===== src/rtl/imem_loader_pkg.sv =====
// Shared definitions for the instruction-memory loader.
//   BytesPerWord : stream bytes per instruction word
//   CntWidth     : width of the word-count header field
//   state_e      : loader FSM encoding (3 bits)
package imem_loader_pkg;

  localparam int unsigned BytesPerWord = 4;
  localparam int unsigned CntWidth     = 16;

  typedef enum logic [2:0] {
    StIdle  = 3'd0,
    StHdrLo = 3'd1,
    StHdrHi = 3'd2,
    StData  = 3'd3,
    StChk   = 3'd4,
    StDone  = 3'd5,
    StError = 3'd6
  } state_e;

endpackage


===== src/rtl/imem_loader_word_assembler.sv =====
// Collects four little-endian stream bytes into one 32-bit word.
// Ports:
//   clk, reset  : clock, synchronous active-high reset
//   clear       : restart at lane 0 (new load)
//   accept      : a data byte is consumed this cycle
//   byte_data   : the byte being consumed
//   word        : assembled word, valid while word_ready is high
//   word_ready  : high when the lane-3 byte is being accepted
module imem_loader_word_assembler
  import imem_loader_pkg::*;
(
  input  logic        clk,
  input  logic        reset,
  input  logic        clear,
  input  logic        accept,
  input  logic [7:0]  byte_data,
  output logic [31:0] word,
  output logic        word_ready
);

  logic [1:0]  lane_q;
  logic [23:0] shift_q;

  // Bytes enter at the top and move down, so byte 0 ends up in bits [7:0].
  assign word       = {byte_data, shift_q};
  assign word_ready = accept && (lane_q == 2'(BytesPerWord - 1));

  always_ff @(posedge clk) begin
    if (reset || clear) begin
      lane_q  <= 2'd0;
      shift_q <= 24'd0;
    end else if (accept) begin
      lane_q  <= lane_q + 2'd1;
      shift_q <= {byte_data, shift_q[23:8]};
    end
  end

endmodule


===== src/rtl/imem_loader.sv =====
// Instruction-memory loader: receives a program image as a byte stream
// (CNT_LO, CNT_HI, 4*N data bytes, CHK) and writes it word by word into
// instruction memory. The core is held in reset until a verified image is loaded.
// Ports:
//   clk, reset             : clock, synchronous active-high reset
//   start                  : pulse that begins (IDLE) or restarts (DONE/ERROR) a load
//   byte_valid, byte_data  : stream byte from the source
//   byte_ready             : loader accepts the byte this cycle
//   imem_we/addr/wdata     : registered instruction-memory write port
//   core_reset             : high in every state except DONE
//   load_done, load_error  : image verified / count overflow or checksum mismatch
module imem_loader
  import imem_loader_pkg::*;
#(
  parameter int unsigned Width         = 32,
  parameter int unsigned Address_Width = 5
) (
  input  logic                     clk,
  input  logic                     reset,
  input  logic                     start,
  input  logic                     byte_valid,
  input  logic [7:0]               byte_data,
  output logic                     byte_ready,
  output logic                     imem_we,
  output logic [Address_Width-1:0] imem_addr,
  output logic [Width-1:0]         imem_wdata,
  output logic                     core_reset,
  output logic                     load_done,
  output logic                     load_error
);

  localparam int unsigned Depth = 2 ** Address_Width;

  state_e                   state_q;
  logic [CntWidth-1:0]      n_q;
  logic [CntWidth-1:0]      word_cnt_q;
  logic [7:0]               chk_q;
  logic                     we_q;
  logic [Address_Width-1:0] addr_q;
  logic [Width-1:0]         wdata_q;

  logic                accept;
  logic                asm_clear;
  logic [31:0]         asm_word;
  logic                asm_word_ready;
  logic [CntWidth-1:0] hdr_n;
  logic                last_word;

  always_comb begin
    byte_ready = 1'b0;
    case (state_q)
      StHdrLo, StHdrHi, StData, StChk: byte_ready = 1'b1;
      default:                         byte_ready = 1'b0;
    endcase
  end

  assign accept    = byte_valid && byte_ready;
  assign asm_clear = start && ((state_q == StIdle) || (state_q == StDone) ||
                               (state_q == StError));
  assign hdr_n     = {byte_data, n_q[7:0]};
  assign last_word = (word_cnt_q == (n_q - CntWidth'(1)));

  imem_loader_word_assembler u_word_assembler (
    .clk        (clk),
    .reset      (reset),
    .clear      (asm_clear),
    .accept     (accept && (state_q == StData)),
    .byte_data  (byte_data),
    .word       (asm_word),
    .word_ready (asm_word_ready)
  );

  always_ff @(posedge clk) begin
    if (reset) begin
      state_q    <= StIdle;
      n_q        <= '0;
      word_cnt_q <= '0;
      chk_q      <= 8'd0;
      we_q       <= 1'b0;
      addr_q     <= '0;
      wdata_q    <= '0;
    end else begin
      we_q <= 1'b0;
      case (state_q)
        StIdle, StDone, StError: begin
          if (start) begin
            state_q    <= StHdrLo;
            n_q        <= '0;
            word_cnt_q <= '0;
            chk_q      <= 8'd0;
          end
        end
        StHdrLo: begin
          if (accept) begin
            n_q[7:0] <= byte_data;
            chk_q    <= chk_q ^ byte_data;
            state_q  <= StHdrHi;
          end
        end
        StHdrHi: begin
          if (accept) begin
            n_q   <= hdr_n;
            chk_q <= chk_q ^ byte_data;
            if (hdr_n > CntWidth'(Depth)) begin
              state_q <= StError;
            end else if (hdr_n == '0) begin
              state_q <= StChk;
            end else begin
              state_q <= StData;
            end
          end
        end
        StData: begin
          if (accept) begin
            chk_q <= chk_q ^ byte_data;
            if (asm_word_ready) begin
              we_q       <= 1'b1;
              addr_q     <= word_cnt_q[Address_Width-1:0];
              wdata_q    <= asm_word;
              word_cnt_q <= word_cnt_q + CntWidth'(1);
              if (last_word) begin
                state_q <= StChk;
              end
            end
          end
        end
        StChk: begin
          if (accept) begin
            state_q <= (byte_data == chk_q) ? StDone : StError;
          end
        end
        default: state_q <= StIdle;
      endcase
    end
  end

  assign imem_we    = we_q;
  assign imem_addr  = addr_q;
  assign imem_wdata = wdata_q;
  assign core_reset = (state_q != StDone);
  assign load_done  = (state_q == StDone);
  assign load_error = (state_q == StError);

endmodule


===== config.mk =====
export PLATFORM = sky130hd
export DESIGN_NAME = imem_loader
export DESIGN_NICKNAME = d
export VERILOG_FILES = /design/src/rtl/imem_loader_pkg.sv /design/src/rtl/imem_loader_word_assembler.sv /design/src/rtl/imem_loader.sv
export SDC_FILE = /design/constraint.sdc
export NUM_CORES = 1
export LEC_CHECK = 0
export ABC_CLOCK_PERIOD_IN_PS = 2000
export BUFFER_PORTS_ARGS = -buffer_cell sky130_fd_sc_hd__buf_2
export CAP_MARGIN = 20
export CORE_MARGIN = 2
export CORE_UTILIZATION = 53
export DETAILED_ROUTE_END_ITERATION = 8
export PLACE_DENSITY = 0.76
export SYNTH_ARGS = -nofsm -noshare
export SYNTH_HDL_FRONTEND = slang
export SYNTH_SLANG_ARGS = --single-unit

===== constraint.sdc =====
create_clock -name clk -period 2 [get_ports clk]
set_input_delay 0.4 -clock clk [delete_from_list [all_inputs] [get_ports clk]]
set_output_delay 0.4 -clock clk [all_outputs]
set_load 0.03 [all_outputs]

* Word-level counts from Yosys, hierarchy flattened
Index checks and enable logic that the tools add are counted. W data, S select, Z words.
Cells by class: shift operators 0, order comparisons 1, reduce and logical (&&, ||, !) cells 23, div/mod/pow operators 0, muxes and demuxes 24, equality and inequality tests 18, bitwise operators 4, add/sub/neg operators 3, multipliers 0
Operator list (count):
- $mux W16 | 4
- $pmux W16 S2 | 1
- $pmux W8 S2 | 2
- $mux W3 | 9
- $mux W8 | 3
- $pmux W8 S3 | 1
- $add A16 B1 Y16 const B | 1
- $eq A16 B16 Y1 | 1
- $gt A16 B6 Y1 const B | 1
- $logic_not A16 Y1 | 1
- $sub A16 B1 Y16 const B | 1
- $pmux W3 S5 | 1
- $ne A2 B2 Y1 const B | 7
- $eq A3 B3 Y1 const B | 3
- $reduce_and A3 Y1 | 3
- $reduce_or A3 Y1 | 3
- $eq A8 B8 Y1 | 1
- $reduce_and A4 Y1 | 2
- $reduce_bool A2 Y1 | 4
- $xor A8 B8 Y8 | 1
- $reduce_and A7 Y1 | 1
- $eq A3 B2 Y1 const B | 2
- $logic_and A1 B1 Y1 | 4
- $reduce_or A4 Y1 | 1
- 10 further kinds | 15
Word-level totals: bits in latches 0, memories kept 0, bits in writable memories 0, bits in read-only memories 0, word-level logic and storage cells 83, output and inout bits 42, input bits 12, flip-flop bits (word level) 107

* Depth between registers and ports, before layout
Gate-level depths: netlist of the first run.
depth after elaboration 9, depth in mapped cells 8, gate-level depth less buffers 8

* Modules after synthesis
From an unflattened synthesis of the first run, not the netlist that was laid out.
Second synthesis, totals: cells, all modules 598, area total of the unflattened synthesis 5071.1 um^2
Modules (own cells, without submodules):
- imem_loader | sequential area each 1621.6 um^2, area an instance 4031.4 um^2, cells an instance 503, times used 1
- imem_loader_word_assembler | sequential area each 520.5 um^2, area an instance 1039.7 um^2, cells an instance 95, times used 1

* Worst setup path after synthesis of the first run
No wires, ideal clock.
path type reg-to-reg, from register n_q[0], to register state_q[2], data required time 1941 ps, buffers on the path 0, stages on the path, launching flop included 9, path slack -106 ps, setup time 59 ps, clock period less this slack 2106 ps, arrival 2048 ps, path through dfxtp_1 inv_1 ha_1 nor4b_4 nand2_2 xor2_1 or3_4 a2111oi_4 o21ba_1
Between the ends: longest elaborated chain between the ends 5, elaborated cells on any way between the ends 10, those cells by class add/sub: 1; order compare: 1; eq/ne: 2; mux: 4; reduce/logical: 2
Ends and longest elaborated chain:
- start: declaration | line imem_loader.sv:35 | logic [CntWidth-1:0] n_q;
- start signal: assignment | line imem_loader.sv:95 | n_q[7:0] <= byte_data;
- start signal: assignment | line imem_loader.sv:102 | n_q <= hdr_n;
- branches (longest 5 deep; another with $sub A16 B1 Y16)
- end signal: assignment | line imem_loader.sv:87 | state_q <= StHdrLo;
- end signal: assignment | line imem_loader.sv:105 | state_q <= StError;
- end signal: assignment | line imem_loader.sv:107 | state_q <= StChk;
- end: declaration | line imem_loader.sv:34 | state_e state_q;
Parallel ways; which one is timed is not known. The select of a mux whose other input is x is not followed. A chain may end at the register's enable or synchronous reset.

* Final worst setup path of the first run
Ends and elaborated chain as after synthesis.

==> qor.yml, run 1 <==
pwr:
  power_frac_seq_pct: 38.2
  power_density_nw_per_um2: 1030
  power.share.combinational_pct: 39.9
  switching_power_mw: 2.33
  total_power_mw: 6.23
  p_leak_nw: 2.34
  clkPwrFrac_pct: 21.9
  netSwitchingFraction_pct: 37.4
  ir_drop_v: 0.000726
  p_int_mw: 3.90
min_path:
  hold_end: "u_word_assembler.shift_q[17]"
  min_path_type: "primary input to flip-flop"
  min_from: "byte_data[1]"
  hold_depth: 3
yosys:
  synth_edf_count: 0
  synth_top_family_by_area: "simple AND/OR/NAND/NOR gates"
  synth-seq-cells: 107
  synth_fa_ha_area_share_pct: 0.967
  ys_warn_count: 0
  avgSynthCellArea_sq_um: 7.90
  synth_compound_area_share_pct: 16.0
  synth-async-reset-ratio_pct: 0
  synth_top_area_share_pct: 43.6
  synthSimpleGateAreaFrac_pct: 27.6
  syn_inst: 622
  syn_area_sq_um: 4920
  synthFlopType: "dfxtp_1"
  syn_nets: 637
  yosysUniqueCellTypes: 55
  synth_xor_area_share_pct: 7.43
  synthMuxAreaShare_pct: 0.407
  synth_area_leaders: "dfxtp_1, nand2_1, a21oi_1"
  yosysSeqAreaShare_pct: 43.6
  yosys.area.top_type: "dfxtp_1"
place:
  io_buffers: 53
  dp_hpwl_mm: 8.45
  place_ws_ns: -0.174
  dpl-instance-area_sq_um: 5610
  routabilityCongestion: 0.912
  dp_cells: 801
detailed_routing:
  firstDrtPassIters: 6
  vias_per_cell: 5.65
  vias: 4660
  route.detailed.drc: 0
  antenna_left: 0
  drt_iter0_drc: 222
  wl_per_cell_um: 14.9
  wirelength_mm: 12.3
clock_tree:
  cts_buffers: 9
  root_buffer: "clkbuf_8"
  clk_latency_ns: 0.38
  cts_tree: "yes"
  htree_levels: 3
  clockBufferDepth: 2
  numClockSinks: 107
  clkTransAtPathRegs_ns: 0.12
timing:
  finalMaxSlewViolations: 0
  period_share_pct: 108
  max_freq_mhz: 462
  tns_ns: -0.449
  fin_skew_ns: 0.0163
  min_period_ns: 2.16
  worst_pin_slew_ns: 0.657
  rsz0062_at_grt: "true"
  hold_viol_final: 0
  slew_headroom_pct: 56.0
  layout_setup_ws_ns: -0.162
  setup-violations-final: 3
critical_path:
  rr_worst_depth: 6
  cp.arrival_ns: 2.48
  cp-start-kind: "flip-flop"
  rrSetupSlack_ns: -0.16
  path_max_fanout: 4
  r2r-start: "n_q[0]"
  path_class: "flip-flop to flip-flop"
  end_kind: "flip-flop"
  r2r_end: "state_q[2]"
  required_ns: 2.32
global_routing:
  grt_pass1_wl_mm: 20.0
  antenna_found_initial: 0
  grt-ovfl-total: 0
  grt_pass1_vias: 4247
  grt_max_degree: 43
  track_usage_pct: 24.6
final_layout:
  num_antenna_cells: 0
  final_cell_area_sq_um: 6050
  stdcell_count: 825
  drive_above_1_share_pct: 24.4
  synthToLayoutAreaGrowth_pct: 23.0
  num-nets-final: 724
  fillers: 784
floorplanning:
  core_sq_um: 9110
  dieArea_sq_um: 10100
  row_count: 35
  die_h_um: 100
  io_pins: 54
  die_w_um: 100
  initial_core_util_pct: 54.0
flow_run:
  max-cap-violations: 0
outcome:
  status: "finished, violations left"
  violations: "setup timing"
final cells by class:
cell class / instances / area (sq um) / share of cell area, %
flip-flops and latches: 107 / 2160 / 35.7
clock inverters: 7 / 86.3 / 1.43
inverters: 9 / 36.3 / 0.600
multi-input cells: 464 / 2720 / 45.0
well taps: 111 / 139 / 2.30
clock buffers: 9 / 124 / 2.05
repair buffers: 118 / 781 / 12.9
synthesized netlist by cell type (all sizes together), types with 2 or more instances:
library cell	number
mux2i	2
xor2	17
or3	9
a221oi	2
xnor2	22
nor2b	8
nand4	13
nor3	8
a2111oi	3
clkbuf	34
a21oi	96
a31oi	3
ha	3
nand3	15
and4	2
nor4	7
and4b	2
nor2	33
inv	9
o21ai	19
a32oi	2
nand3b	13
o22ai	2
and2	5
dfxtp	107
nand2	156
buf	8
nor4b	2
nor3b	4
worst max path at each step:
stage | from | endpoint | slack [ns] | cells past startpoint
after floorplan | n_q[1] | state_q[1] | -0.08 | 8
after global placement | n_q[1] | state_q[1] | -0.05 | 9
after detailed placement | n_q[1] | state_q[1] | -0.17 | 9
after CTS | n_q[6] | state_q[2] | -0.16 | 6
after global routing | n_q[1] | state_q[1] | -0.23 | 13
final | n_q[0] | state_q[2] | -0.16 | 6
critical path, cell delays in order (launching register included):
cell and delay [ns]:
dfxtp_2 0.36, or3_4 0.38, or4_1 0.42, a21oi_1 0.21
o22ai_2 0.14, a2111oi_4 0.43, o21ba_1 0.16
power groups by stage:
stage / Clock (mW) / Sequential [mW] / Combinational [mW]
6_report: 1.36 / 2.38 / 2.49
5_1_grt: 1.46 / 2.40 / 2.69
4_1_cts: 1.37 / 2.37 / 2.31
3_5_place_dp: 0 / 2.41 / 2.09
3_3_place_gp: 0 / 2.40 / 2.03
2_1_floorplan: 0 / 2.37 / 1.45
per-layer routing:
metal  global-route usage, %  vias to the layer above  wire length (um)
met1                    31.4                     2183              5180
met3                    5.01                       33               721
li1                        -                     2288                 -
met4                    9.91                        0               391
met5                       0                        -                 0
met2                    40.8                      156              5980
registers in the layout, summed over array words and instances, names as in the netlist:
register                  count
imem_we                       1
chk_q                         8
word_cnt_q                   16
imem_wdata                   32
imem_addr                     5
state_q                       3
u_word_assembler.shift_q     24
u_word_assembler.lane_q       2
n_q                          16
per-stage QoR:
step / utilization [%] / hold WS (ns)
after global placement: 61.6 / 0.440
after floorplan: - / 0.432
final: 66.4 / 0.352
after detailed placement: 61.6 / 0.443
after CTS: 65.2 / 0.345
after global routing: 66.4 / 0.350
layout by cell type (no fill, tap or decap), types with 13 or more instances in the layout:
cell type / count
nand2_1: 154
dfxtp_1: 101
a21oi_1: 96
buf_4: 63
buf_2: 50
nor2_1: 31
xnor2_1: 22
xor2_1: 17
o21ai_0: 16
nand3_1: 14
nand3b_1: 13
nand4_1: 13
repair_timing:
action | CTS | global route
pin swaps | 9 | 11
cloned | 0 | 0
hold buffers | 0 | 0
gates resized for setup | 18 | 21
endpoints found under the setup margin | 16 | 14
endpoints found under the hold margin | 0 | 0
buffers inserted | 6 | 2
logic make-up (layout without fill, tap and decap cells):
| kind of cell | count (synthesis) | after routing |
|---|---|---|
| flops | 107 | 107 |
| fa+ha+maj | 4 | 4 |
| mux | 2 | 2 |
| xor+xnor | 40 | 40 |
| compound gates | 136 | 136 |
| simple gates | 282 | 282 |
| buf+inv | 51 | 143 |
(Power assumes the default switching activity.)
==> run 2, diff against run 1 <==
- ABC_CLOCK_PERIOD_IN_PS: 2000 -> 2370
- CORE_UTILIZATION: 53 -> 55
- REMOVE_ABC_BUFFERS: unset -> 1
- clock period: 2 -> 2.37 ns (I/O delays scaled with it)
==> run 2 against run 1 <==
Compared with the run above:
- the flow now finishes without violations
- first-iteration DRC count shrank 12%
- design area shrank 8.5%
- wire length shrank 9.2%
- via count shrank 5.7%
- sequential share of layout area grew 3.0 points
- non-clock buffer count shrank 46
- largest power group is now sequential cells
- highest routed layer unchanged
==> qor.yml, run 2 (synthesis gave the netlist of run 1 again) <==
outcome:
  status: "completed"
global_routing:
  track_usage_pct: 23.6  # -1.1 points
  antenna_found_initial: 0  # unchanged
  grt_max_degree: 66  # +53%
  grt_pass1_wl_mm: 18.6  # -6.8%
  grt_pass1_vias: 3965  # -6.6%
  grt-ovfl-total: 0  # unchanged
detailed_routing:
  antenna_left: 0  # unchanged
  vias: 4394  # -5.7%
  wl_per_cell_um: 14.4  # -3.5%
  vias_per_cell: 5.66  # +0.25%
  firstDrtPassIters: 5  # -1
  drt_iter0_drc: 196  # -12%
  route.detailed.drc: 0  # unchanged
  wirelength_mm: 11.1  # -9.2%
final_layout:
  synthToLayoutAreaGrowth_pct: 12.6
  final_util_pct: 63.8  # -2.6 points
  regArea_sq_um: 2140  # -0.81%
  num-nets-final: 678  # -6.4%
  largest_register_ffs: 32  # unchanged
  fillers: 764  # -2.6%
  final_common_cell: "nand2_1"
  final_cell_area_sq_um: 5540  # -8.5%
  multiInputGateArea_sq_um: 2590  # -4.9%
  drive_above_1_share_pct: 15.6  # -8.8 points
  num_antenna_cells: 0  # unchanged
  most-common-layout-cells: "nand2_1, dfxtp_1, a21oi_1, buf_2, nor2_1"
timing:
  fin_hold_ws_ns: 0.422  # +0.0699 ns
  setup-violations-final: 0  # -3
  tns_ns: 0  # +0.449 ns
  hold_viol_final: 0  # unchanged
  slew_headroom_pct: 30.4  # -26 points
  fin_skew_ns: 0.0122  # -0.00411 ns
  rsz0062_at_grt: "false"
  max_freq_mhz: 452  # -2.2%
  min_period_ns: 2.21  # +0.0497 ns
  finalMaxSlewViolations: 0  # unchanged
  worst_pin_slew_ns: 1.04  # +0.381 ns
  period_share_pct: 93.3  # -15 points
clock_tree:
  clockBufferDepth: 2  # unchanged
  cts_buffers: 9  # unchanged
  numClockSinks: 107  # unchanged
  cts_tree: "yes"
  htree_levels: 3  # unchanged
  clk_latency_ns: 0.38  # about the same
  root_buffer: "clkbuf_8"
  cts_hold_buf: 0  # unchanged
  clkTransAtPathRegs_ns: 0.12  # about the same
place:
  dp_hpwl_mm: 7.87  # -6.9%
  routabilityCongestion: 0.921  # +0.98%
  io_buffers: 53  # unchanged
  dpl-instance-area_sq_um: 5320  # -5.2%
min_path:
  min_from: "byte_data[1]"
  hold_end: "imem_wdata[25]"
  hold_depth: 3  # unchanged
  min_path_type: "primary input to flip-flop"
flow_run:
  max-cap-violations: 0  # unchanged
pwr:
  power_density_nw_per_um2: 850  # -18%
  total_power_mw: 4.70  # -24%
  ir_drop_v: 0.000685  # -5.6%
  p_leak_nw: 2.05  # -13%
critical_path:
  cp-start-kind: "flip-flop"
  rr_worst_depth: 6  # unchanged
  end_kind: "flip-flop"
  required_ns: 2.65  # +0.33 ns
  path_max_fanout: 5  # +1
  rrSetupSlack_ns: 0.16  # +0.32 ns
  cp.arrival_ns: 2.50  # +0.02 ns
  r2r-start: "n_q[0]"
  r2r_end: "state_q[0]"
  path_class: "flip-flop to flip-flop"
floorplanning:
  die_w_um: 98.5  # -1.8%
  io_pins: 54  # unchanged
  row_count: 34  # -2.9%
  core_sq_um: 8680  # -4.7%
  initial_core_util_pct: 56.6  # +2.7 points
  die_h_um: 98.5  # -1.8%
  dieArea_sq_um: 9710  # -3.5%
run 2: cell types whose count changed in the layout (fill, tap and decap cells not counted), sizes merged:
cell,delta
buf,-44
inv,-1
clkbuf,-2
clkinvlp,+1
run 2: layer usage:
layer	global-route usage, %	wire, um
met2	39.4	5380
met1	30.7	5020
met4	8.64	245
met5	0	0
met3	4.11	501
run 2: area by class of cell:
type / instances / area share (%)
clock buffer: 9 / 2.24
clock inverter: 7 / 1.45
inverter: 9 / 0.610
multi-input combinational: 464 / 46.8
sequential: 107 / 38.7
tap: 108 / 2.44
timing repair buffer: 72 / 7.82
run 2: timing repair:
item | in CTS | in global routing
setup endpoints to repair | 0 | 3
setup buffers | 0 | 0
resized for setup | 0 | 2
run 2: how the worst max path moves through the flow:
| stage | from | end | slack [ns] | depth (start not counted) |
|---|---|---|---|---|
| finish | n_q[0] | state_q[0] | 0.16 | 6 |
| global route | state_q[0] | n_q[5] | 0.02 | 6 |
| CTS | n_q[0] | state_q[2] | 0.13 | 9 |
| detailed placement | n_q[0] | state_q[2] | 0.14 | 9 |
| global placement | byte_valid | state_q[2] | 0.24 | 7 |
| floorplan | state_q[0] | word_cnt_q[9] | -0.84 | 6 |
run 2: report_power, final:
group | switching, mW | internal (mW) | total [mW]
Sequential | 0.139 | 1.89 | 2.03
Clock | 0.687 | 0.420 | 1.11
Combinational | 0.921 | 0.646 | 1.57
run 2: critical path, cell delays in order (launching register included):
cell and delay [ns]:
dfxtp_1 0.38, or3_4 0.43, or4_1 0.44, and4b_1 0.22, o22ai_2 0.22, a2111oi_4 0.09, a2111oi_2 0.34
run 2: through the flow:
step / instances / setup slack (ns)
after global routing: 776 / 0.0243
after floorplan: 580 / -0.836
after CTS: 776 / 0.135
after detailed placement: 760 / 0.143
after global placement: 760 / 0.238
final: 776 / 0.158
